**src/rtl/bitwise_logic_pkg.sv**
```systemverilog
// Shared op codes, base-op encoding and FSM states for bitwise_logic_unit.
// Decode helpers split a 3-bit op into a base operation and an invert flag.
package bitwise_logic_pkg;

  typedef enum logic [2:0] {
    OP_AND    = 3'd0,
    OP_OR     = 3'd1,
    OP_XOR    = 3'd2,
    OP_NAND   = 3'd3,
    OP_NOR    = 3'd4,
    OP_XNOR   = 3'd5,
    OP_PASS_A = 3'd6,
    OP_NOT_A  = 3'd7
  } op_e;

  typedef enum logic [1:0] {
    BASE_AND  = 2'd0,
    BASE_OR   = 2'd1,
    BASE_XOR  = 2'd2,
    BASE_PASS = 2'd3
  } base_e;

  typedef enum logic {
    ST_IDLE = 1'b0,
    ST_ACC  = 1'b1
  } state_e;

  function automatic base_e op_base(input logic [2:0] op);
    case (op)
      OP_AND,  OP_NAND: op_base = BASE_AND;
      OP_OR,   OP_NOR:  op_base = BASE_OR;
      OP_XOR,  OP_XNOR: op_base = BASE_XOR;
      default:          op_base = BASE_PASS;
    endcase
  endfunction

  function automatic logic op_inv(input logic [2:0] op);
    op_inv = (op == OP_NAND) || (op == OP_NOR) || (op == OP_XNOR) || (op == OP_NOT_A);
  endfunction

endpackage

```
**src/rtl/bitwise_core.sv**
```systemverilog
// Combinational base operation; PASS forwards operand a.
// Shared by the per-beat operation and the accumulate fold.
module bitwise_core
  import bitwise_logic_pkg::*;
#(
  parameter int WIDTH = 8
) (
  input  logic [WIDTH-1:0] a,
  input  logic [WIDTH-1:0] b,
  input  base_e            base,
  output logic [WIDTH-1:0] r
);

  always_comb begin
    r = a;
    case (base)
      BASE_AND:  r = a & b;
      BASE_OR:   r = a | b;
      BASE_XOR:  r = a ^ b;
      default:   r = a;
    endcase
  end

endmodule

```
**src/rtl/bitwise_logic_unit.sv**
```systemverilog
// Registered WIDTH-bit logic stage with valid/ready on both sides.
// Define BITWISE_LOGIC_UNIT_ACC_EN to build packet-accumulate mode.
module bitwise_logic_unit
  import bitwise_logic_pkg::*;
#(
  parameter int WIDTH  = 8,
  parameter int BEAT_W = 4
) (
  input  logic              clk,
  input  logic              rst,
  input  logic              in_valid,
  output logic              in_ready,
  input  logic [WIDTH-1:0]  in_a,
  input  logic [WIDTH-1:0]  in_b,
  input  logic [2:0]        in_op,
  input  logic              in_acc,
  input  logic              in_last,
  output logic              out_valid,
  input  logic              out_ready,
  output logic [WIDTH-1:0]  out_y,
  output logic              out_zero,
  output logic              out_ones,
  output logic [BEAT_W-1:0] out_beats
);

  logic              w_accept;
  base_e             w_beat_base;
  logic [WIDTH-1:0]  w_r;
  logic              w_load;
  logic [WIDTH-1:0]  w_res;
  logic [BEAT_W-1:0] w_beats_ld;

  logic              r_out_valid;
  logic [WIDTH-1:0]  r_y;
  logic              r_zero;
  logic              r_ones;
  logic [BEAT_W-1:0] r_beats_out;

  assign in_ready = !r_out_valid || out_ready;
  assign w_accept = in_valid && in_ready;

  bitwise_core #(.WIDTH(WIDTH)) u_beat (
    .a    (in_a),
    .b    (in_b),
    .base (w_beat_base),
    .r    (w_r)
  );

`ifdef BITWISE_LOGIC_UNIT_ACC_EN
  state_e            r_state, w_state_nxt;
  logic [WIDTH-1:0]  r_acc, w_acc_nxt, w_fold;
  base_e             r_base, w_base_nxt;
  logic              r_inv, w_inv_nxt;
  logic [BEAT_W-1:0] r_beats, w_beats_nxt, w_beats_inc;

  // Mid-packet beats use the op latched on the first beat.
  assign w_beat_base = (r_state == ST_ACC) ? r_base : op_base(in_op);
  assign w_beats_inc = (r_beats == {BEAT_W{1'b1}}) ? r_beats : r_beats + BEAT_W'(1);

  // Operands swapped so BASE_PASS yields the newest beat.
  bitwise_core #(.WIDTH(WIDTH)) u_fold (
    .a    (w_r),
    .b    (r_acc),
    .base (r_base),
    .r    (w_fold)
  );

  always_ff @(posedge clk) begin
    if (rst) begin
      r_state <= ST_IDLE;
      r_acc   <= '0;
      r_base  <= BASE_AND;
      r_inv   <= 1'b0;
      r_beats <= '0;
    end else begin
      r_state <= w_state_nxt;
      r_acc   <= w_acc_nxt;
      r_base  <= w_base_nxt;
      r_inv   <= w_inv_nxt;
      r_beats <= w_beats_nxt;
    end
  end

  always_comb begin
    w_state_nxt = r_state;
    w_acc_nxt   = r_acc;
    w_base_nxt  = r_base;
    w_inv_nxt   = r_inv;
    w_beats_nxt = r_beats;
    w_load      = 1'b0;
    w_res       = '0;
    w_beats_ld  = '0;
    if (w_accept) begin
      case (r_state)
        ST_IDLE: begin
          if (in_acc && !in_last) begin
            w_state_nxt = ST_ACC;
            w_acc_nxt   = w_r;
            w_base_nxt  = op_base(in_op);
            w_inv_nxt   = op_inv(in_op);
            w_beats_nxt = BEAT_W'(1);
          end else begin
            w_load     = 1'b1;
            w_res      = op_inv(in_op) ? ~w_r : w_r;
            w_beats_ld = BEAT_W'(1);
          end
        end
        default: begin
          if (in_last) begin
            w_state_nxt = ST_IDLE;
            w_acc_nxt   = '0;
            w_beats_nxt = '0;
            w_load      = 1'b1;
            w_res       = r_inv ? ~w_fold : w_fold;
            w_beats_ld  = w_beats_inc;
          end else begin
            w_acc_nxt   = w_fold;
            w_beats_nxt = w_beats_inc;
          end
        end
      endcase
    end
  end
`else
  logic w_unused;
  assign w_unused    = in_acc ^ in_last;
  assign w_beat_base = op_base(in_op);

  always_comb begin
    w_load     = w_accept;
    w_res      = op_inv(in_op) ? ~w_r : w_r;
    w_beats_ld = BEAT_W'(1);
  end
`endif

  always_ff @(posedge clk) begin
    if (rst) begin
      r_out_valid <= 1'b0;
      r_y         <= '0;
      r_zero      <= 1'b0;
      r_ones      <= 1'b0;
      r_beats_out <= '0;
    end else if (w_load) begin
      r_out_valid <= 1'b1;
      r_y         <= w_res;
      r_zero      <= (w_res == '0);
      r_ones      <= (&w_res);
      r_beats_out <= w_beats_ld;
    end else if (out_ready) begin
      r_out_valid <= 1'b0;
    end
  end

  assign out_valid = r_out_valid;
  assign out_y     = r_y;
  assign out_zero  = r_zero;
  assign out_ones  = r_ones;
  assign out_beats = r_beats_out;

endmodule
```
**config.mk**
```make
export PLATFORM = sky130hd
export DESIGN_NAME = bitwise_logic_unit
export DESIGN_NICKNAME = d
export VERILOG_FILES = /design/src/rtl/bitwise_logic_pkg.sv /design/src/rtl/bitwise_core.sv /design/src/rtl/bitwise_logic_unit.sv
export SDC_FILE = /design/constraint.sdc
export NUM_CORES = 1
export LEC_CHECK = 0
export BUFFER_PORTS_ARGS = -buffer_cell sky130_fd_sc_hd__buf_2
export CELL_PAD_IN_SITES_DETAIL_PLACEMENT = 0
export CELL_PAD_IN_SITES_GLOBAL_PLACEMENT = 1
export CORE_ASPECT_RATIO = 1.2
export CORE_MARGIN = 1.5
export CORE_UTILIZATION = 34
export DETAILED_ROUTE_END_ITERATION = 7
export GPL_TIMING_DRIVEN = 0
export PLACE_DENSITY_LB_ADDON = 0.05
export SETUP_SLACK_MARGIN = 0.2
export SYNTH_ARGS = -nofsm -noshare
export SYNTH_HDL_FRONTEND = slang
export SYNTH_SLANG_ARGS = --single-unit
```
**constraint.sdc**
```tcl
create_clock -name clk -period 1.8 [get_ports clk]
set_input_delay 0.09 -clock clk [delete_from_list [all_inputs] [get_ports clk]]
set_output_delay 0.09 -clock clk [all_outputs]
set_load 0.005 [all_outputs]
```
==> flow_metrics.py, run 1 <==
metrics = {
    "setup_path": {
        "timing.critical_path.from_type": "primary input",
        "rr_worst_depth": 5,
        "critPathSlowestCell": "or4_4",
        "worstPathRequired_ps": 1940,
        "cp-endpoint": "out_ones",
        "cp_slowest_stage_delay_ps": 540,
        "crit-reg2reg-launch": "out_valid",
        "critical_path.max_fanout": 4,
        "endpoint_kind": "flop",
        "critical_path.startpoint": "in_a[5]",
        "critPathArrivalTime_ps": 1840,
        "worst-r2r-setup-slack_ps": 460,
        "criticalPathCategory": "primary input to flop",
        "crit_chain": "buf_12 -> inv_12 -> ha_4 -> or2_1 -> a32oi_2 -> nand2_2 -> or4_4 -> o32a_1 -> o41ai_2",
        "r2r-end": "out_y[2]",
    },
    "floorplanning": {
        "initial_utilization_pct": 35.3,
        "number_of_top_level_pins": 41,
        "floorplan.die.width_um": 63.5,
        "placeableCoreArea_mm2": 0.00423,
        "floorplan.die_area_mm2": 0.00479,
        "fp.dieH_um": 75.6,
        "rows": 26,
    },
    "layout": {
        "postLayoutCoreUtil_pct": 50.8,
        "flow.area_growth_from_synthesis_pct": 44.1,
        "filler_cell_count": 413,
        "instances_no_fill": 309,
        "num_antenna_cells": 0,
        "drive_gt1_share_pct": 37.2,
        "design.final.nets": 296,
    },
    "clocking": {
        "cts-buffers-inserted": 3,
        "hold_buffers": 0,
        "clock_tree.root_cell": "clkbuf_8",
        "insertion_delay_ps": 230,
        "clock_transition_at_the_registers_of_the_reported_paths_ps": 50,
        "tritoncts": "yes",
        "ctsLongestPathBuffers": 2,
        "htreeDepth": 1,
        "numClockSinks": 12,
    },
    "power_and_ir_drop": {
        "worst_ir_drop_vdd_mv": 0.231,
        "leakagePower_nw": 0.988,
        "p_per_area_mw_per_mm2": 477,
    },
    "global_routing": {
        "wire_length_of_the_first_global_routing_pass_um": 6450,
        "grtUsageTotal_pct": 16.9,
        "grt_antenna_before_repair": 0,
        "grt_start_max_net_pins": 11,
        "grt_pass1_vias": 1448,
        "grt-ovfl-total": 0,
    },
    "timing": {
        "final.period_utilization_pct": 94.8,
        "setup_viol_count_final": 0,
        "max_freq_mhz": 586,
        "grt_setup_unrepaired": "true",
        "finalHoldWorstSlack_ps": 107,
        "setup-tns-final_ps": 0,
        "clock_skew_ps": 2.79,
        "hold_violations": 0,
        "report.final.slew_viol_count": 0,
        "timing.final.ws_setup_ps": 93.3,
        "finalCriticalPeriod_ps": 1710,
    },
    "logic_synthesis": {
        "synth-edff-count": 0,
        "dominantRegCellSynth": "dfxtp_1",
        "post_synth_main_area_contributors": "dfxtp_1, ha_1, nand2_1",
        "ys_seq_elements": 12,
        "synth_warnings": 0,
        "sequential_cell_area_fraction_in_the_yosys_report_pct": 16.1,
        "share_of_synthesized_registers_carrying_an_async_set_or_reset_pct": 0,
        "post_synth_inst_count": 200,
        "mappedNetlistArea_mm2": 0.00149,
        "synthDistinctLibCells": 54,
        "synth_area_per_cell_um2": 7.46,
        "synth_top_area_cell": "dfxtp_1",
        "share_of_yosys_cell_area_claimed_by_the_top_area_cell_type_pct": 16.1,
    },
    "placed_design": {
        "gpl.final_weighted_congestion": 0.785,
        "dp_hpwl_um": 3160,
        "port_buffers": 34,
        "dp.cells": 292,
        "preCtsSetupSlack_ps": -272,
    },
    "detailed_routing": {
        "drt_initial_violations": 29,
        "vias": 1587,
        "drt_drc_violations_left": 0,
        "drt_wl_total_um": 4110,
        "antenna_violating_nets_post_route": 0,
        "drt_pass1_iterations": 4,
        "via_to_cell_ratio": 5.14,
        "detail_route.wl_per_cell_um": 13.3,
    },
    "outcome": {
        "run_status": "complete, no violations",
    },
    "flow_run": {
        "cap_violations": 0,
    },
    "hold_path": {
        "min-delay-path-class": "primary input to flop",
    },
}
[worst max-delay path: cells and delay by family]
| family | cells | cell delay (ps) |
|---|---|---|
| adder cells (fa/ha/maj) | 1 | 140 |
| AND/OR/NAND/NOR | 3 | 850 |
| buffers and inverters | 2 | 130 |
| AO/OA/AOI/OAI | 3 | 630 |
[cell usage in the layout (no fill, tap or decap), types with 4 or more instances in the layout]
cell,n
a21oi_1,9
buf_2,30
buf_4,13
buf_6,11
dfxtp_1,12
ha_1,13
inv_1,14
mux2i_1,5
nand2_1,22
nand2b_1,4
nand3b_1,4
nor2_1,12
nor2b_1,13
o21ai_0,6
[flip-flops by register name, indices dropped and copies added (netlist names)]
name	cells
out_zero	1
out_beats	1
out_y	8
out_valid	1
out_ones	1
[cell families (layout without fill, tap and decap cells)]
logic type / Yosys count / count (layout) / share of synthesized area (%)
other cells: 1 / 3 / 0.251
flops: 12 / 12 / 16.1
mux: 7 / 7 / 4.87
fa+ha+maj: 16 / 16 / 13.4
simple gates: 76 / 76 / 26.3
compound gates: 50 / 50 / 24.3
buf+inv: 33 / 84 / 10.6
xor+xnor: 5 / 5 / 4.20
[layout make-up]
class / count / area [um2] / share of cell area, %
Tap cell: 56 / 70.1 / 3.26
Buffer: 14 / 119 / 5.53
Multi-Input combinational cell: 157 / 1260 / 58.6
Inverter: 19 / 91.3 / 4.25
Clock buffer: 3 / 41.3 / 1.92
Sequential cell: 12 / 240 / 11.2
Timing Repair Buffer: 48 / 328 / 15.3
[where the power goes]
group	internal [W]	total, W	switching [W]
logic	0.000248	0.000505	0.000257
clock network	0.000146	0.000225	0.0000792
registers	0.000287	0.000295	0.00000819
total	0.000681	0.00102	0.000344
[repair_timing]
item,4_1_cts,5_1_grt
endpoints found under the setup margin,3,5
setup buffers,9,5
gates resized for setup,34,18
pin swaps,11,8
[Yosys cell counts (2+ instances only)]
library cell   n
o22ai_1        2
nand2_1       24
nor3_1         3
nor2b_1       14
nand3b_1       4
dfxtp_1       12
and2_1         2
nand4_1        2
ha_1          16
o21ai_0       10
nand2b_1       4
buf_4          4
nor2_1        13
nor3b_1        4
xnor2_1        3
buf_2          3
a211oi_1       3
mux2_2         2
clkbuf_1       5
nand3_1        2
buf_6          2
a21oi_1       10
o211ai_1       3
inv_1         19
mux2i_1        5
[layer usage]
layer  GRT usage [%]  vias up  routed length [um]
li1                -      805                   -
met1            19.2      750                1740
met2            34.2       30                2220
met3            1.03        2                 131
met4            5.07        0                  19
met5               0        -                   0
[through the flow]
step | total power [W] | cell area [um2]
finish | 0.00102 | 2150
floorplan | 0.000572 | 1550
global route | 0.00110 | 2150
global placement | 0.000678 | 1790
CTS | 0.000998 | 2050
detailed placement | 0.000690 | 1790
[worst min-delay path by stage]
stage          cells after the start        end  slack (ps)      from
2_1_floorplan                      2  out_valid         220  in_valid
3_3_place_gp                       3  out_valid         340  in_valid
3_5_place_dp                       3  out_valid         350  in_valid
4_1_cts                            3  out_valid         100  in_valid
5_1_grt                            3  out_valid         120  in_valid
6_report                           3  out_valid         110  in_valid
Note: power is estimated with default switching activity, not from simulation.
==> inputs of run 2 (changes only) <==
--- a/config.mk
+++ b/config.mk
@@ -10,11 +10,12 @@
 export CELL_PAD_IN_SITES_GLOBAL_PLACEMENT = 1
 export CORE_ASPECT_RATIO = 1.2
 export CORE_MARGIN = 1.5
-export CORE_UTILIZATION = 34
+export CORE_UTILIZATION = 32
 export DETAILED_ROUTE_END_ITERATION = 7
 export GPL_TIMING_DRIVEN = 0
 export PLACE_DENSITY_LB_ADDON = 0.05
 export SETUP_SLACK_MARGIN = 0.2
 export SYNTH_ARGS = -nofsm -noshare
 export SYNTH_HDL_FRONTEND = slang
+export SYNTH_HIERARCHICAL = 1
 export SYNTH_SLANG_ARGS = --single-unit
==> flow_metrics.py, run 2 <==
metrics = {
    "outcome": {
        "run_status": "complete, but fails checks",
        "violations": "design-rule violations",
    },
    "setup_path": {
        "worst-r2r-setup-slack_ps": 590,
        "r2r-end": "out_ones",
        "cp_num_buf_inv": 2,
        "worst_path_dominant_cell_family": "multiplexers",
        "crit_chain": "buf_8 -> mux2_4 -> buf_12 -> mux4_2 -> nor4_4 -> nand2_2 -> a2111oi_4",
        "critical_path.max_fanout": 8,
        "critPathSlowestCell": "mux4_2",
        "worstPathRequired_ps": 1940,
        "crit-reg2reg-launch": "out_valid",
        "endpoint_kind": "flop",
        "cp_slowest_stage_delay_ps": 460,
        "critPathArrivalTime_ps": 1830,
        "rr_worst_depth": 5,
        "criticalPathCategory": "primary input to flop",
        "timing.critical_path.from_type": "primary input",
    },
    "clocking": {
        "htreeDepth": 1,
        "tritoncts": "yes",
        "clock_tree.root_cell": "clkbuf_8",
        "cts-buffers-inserted": 3,
        "hold_buffers": 0,
        "insertion_delay_ps": 230,
        "numClockSinks": 12,
        "ctsLongestPathBuffers": 2,
        "clock_transition_at_the_registers_of_the_reported_paths_ps": 50,
    },
    "floorplanning": {
        "floorplan.die_area_mm2": 0.00396,
        "fp.dieH_um": 68.6,
        "floorplan.die.width_um": 57.7,
        "initial_utilization_pct": 33.8,
        "number_of_top_level_pins": 41,
        "rows": 23,
        "placeableCoreArea_mm2": 0.00340,
    },
    "global_routing": {
        "grt_antenna_before_repair": 0,
        "grt-ovfl-total": 0,
        "wire_length_of_the_first_global_routing_pass_um": 3970,
        "grt_start_max_net_pins": 11,
        "grtUsageTotal_pct": 13.1,
        "grt_pass1_vias": 941,
    },
    "timing": {
        "setup-tns-final_ps": 0,
        "report.final.slew_viol_count": 0,
        "final.period_utilization_pct": 94.0,
        "setup_viol_count_final": 0,
        "finalCriticalPeriod_ps": 1690,
        "hold_violations": 0,
        "grt_setup_unrepaired": "true",
        "clock_skew_ps": 0.200,
        "max_freq_mhz": 591,
    },
    "layout": {
        "flow.area_growth_from_synthesis_pct": 37.3,
        "register_area_um2": 240,
        "design.final.nets": 217,
        "num_antenna_cells": 0,
        "multi_input_area_um2": 820,
        "instances_no_fill": 211,
        "mostFrequentLayoutCell": "buf_2",
        "largest_reg_flops": 8,
        "drive_gt1_share_pct": 44.3,
        "mostFrequentLayoutCells": "buf_2, inv_1, nand2_1, ha_1, dfxtp_1",
        "filler_cell_count": 358,
    },
    "detailed_routing": {
        "drt_pass1_iterations": 6,
        "antenna_violating_nets_post_route": 0,
        "detail_route.wl_per_cell_um": 10.6,
        "via_to_cell_ratio": 4.56,
        "vias": 962,
        "drt_initial_violations": 20,
        "drt_drc_violations_left": 3,
        "drt_wl_total_um": 2250,
    },
    "logic_synthesis": {
        "share_of_synthesized_registers_carrying_an_async_set_or_reset_pct": 0,
        "synth_simple_gate_area_share_pct": 16.9,
        "post_synth_main_area_contributors": "dfxtp_1, ha_1, mux4_2",
        "sequential_cell_area_fraction_in_the_yosys_report_pct": 20.9,
        "synth_top_family_by_area": "multiplexers",
        "synth_warnings": 6,
        "synth_compound_area_share_pct": 5.23,
        "post_synth_inst_count": 127,
        "post_synth_fa_ha_maj_area_fraction_pct": 17.4,
        "synthTopCellsByCount": "inv_1, nand2_1, ha_1, dfxtp_1",
        "synth_area_per_cell_um2": 9.04,
        "synth-xor-area-share_pct": 6.86,
        "synthDistinctLibCells": 26,
        "synth-edff-count": 0,
        "mappedNetlistArea_mm2": 0.00115,
        "ys_seq_elements": 12,
        "dominantRegCellSynth": "dfxtp_1",
        "yosysMostFrequentCell": "inv_1",
        "synth_top_area_cell": "dfxtp_1",
        "share_of_yosys_cell_area_claimed_by_the_top_area_cell_type_pct": 20.9,
        "synthMuxAreaShare_pct": 17.9,
    },
    "power_and_ir_drop": {
        "leakagePower_nw": 0.793,
        "p_per_area_mw_per_mm2": 589,
        "worst_ir_drop_vdd_mv": 0.215,
    },
    "placed_design": {
        "port_buffers": 35,
        "gpl.final_weighted_congestion": 0.721,
        "dp_hpwl_um": 1800,
        "dp.cells": 201,
    },
    "hold_path": {
        "whs_path_depth": 2,
        "hp-start": "rst",
        "whs_endpoint": "out_ones",
        "min-delay-path-class": "primary input to flop",
    },
    "flow_run": {
        "cap_violations": 0,
    },
}
-- run 2: cell count changes after synthesis, moves of 5 or more --
cell / before / now
nand2_1: 24 / 17
mux2i_1: 5 / 0
nor2b_1: 14 / 0
o21ai_0: 10 / 0
inv_1: 19 / 25
mux4_2: 0 / 8
nor2_1: 13 / 6
xnor2_1: 3 / 9
-- run 2: how the worst max path moves through the flow --
stage	to	slack, ps	cells past startpoint	start
after CTS	out_ones	90	7	in_op[0]
after global placement	out_zero	-330	8	in_op[0]
after floorplan	out_zero	4	7	in_op[0]
final	out_ones	110	7	in_op[0]
after detailed placement	out_ones	-350	7	in_op[0]
after global routing	out_ones	8	7	in_op[0]
-- run 2: final cells by class --
class / instances / share of cell area [%]
multi-input combinational: 83 / 52.0
timing repair buffer: 42 / 16.1
sequential: 12 / 15.2
inverter: 25 / 5.95
buffer: 9 / 5.16
tap: 37 / 2.94
clock buffer: 3 / 2.62
-- run 2: kinds of logic (layout without fill, tap and decap cells) --
group                      Yosys count  count (layout)
AOI/OAI and AO/OA                   10              10
xor gates and xnor gates             9               9
adders and majority gates           16              16
buffers and inverters               34              79
DFF                                 12              12
muxes                               10              10
other                                1               3
and+or+nand+nor                     35              35
-- run 2: power by group --
group	internal (W)	leakage (nW)	switching (W)	total, W
logic	0.000216	0.672	0.000177	0.000393
registers	0.000293	0.0991	0.0000111	0.000304
clock network	0.000146	0.0216	0.0000859	0.000232
-- run 2: worst reg2reg max path, delay by kind of cell (launching register included) --
kind	cells	cell delay [ps]
AND/OR/NAND/NOR	3	240
flip-flops	1	360
buffers and inverters	1	170
AO/OA/AOI/OAI	1	340
-- run 2: routing by layer --
layer,up-vias,share of wire (%),global-route usage (%)
met5,-,0,0
met4,0,1.5,6.98
met3,4,4.5,1.12
met2,25,55,24.6
met1,435,39,14.7
li1,498,-,-
-- run 2: stage by stage --
step	hold slack (ps)	power (W)	area (um2)	util (%)	setup WS, ps
6_report	95.7	0.000929	1580	46.4	109
5_1_grt	99.4	0.00100	1580	46.4	8.22
4_1_cts	72.0	0.000923	1530	45.1	89.6
3_5_place_dp	325	0.000637	1380	40.7	-346
3_3_place_gp	320	0.000629	1380	40.7	-327
2_1_floorplan	159	0.000540	1160	-	3.80
-- run 2: timing repair --
item,in CTS,in global routing
setup buffers,7,0
setup endpoints to repair,2,3
pin swaps,9,3
resized for setup,13,7
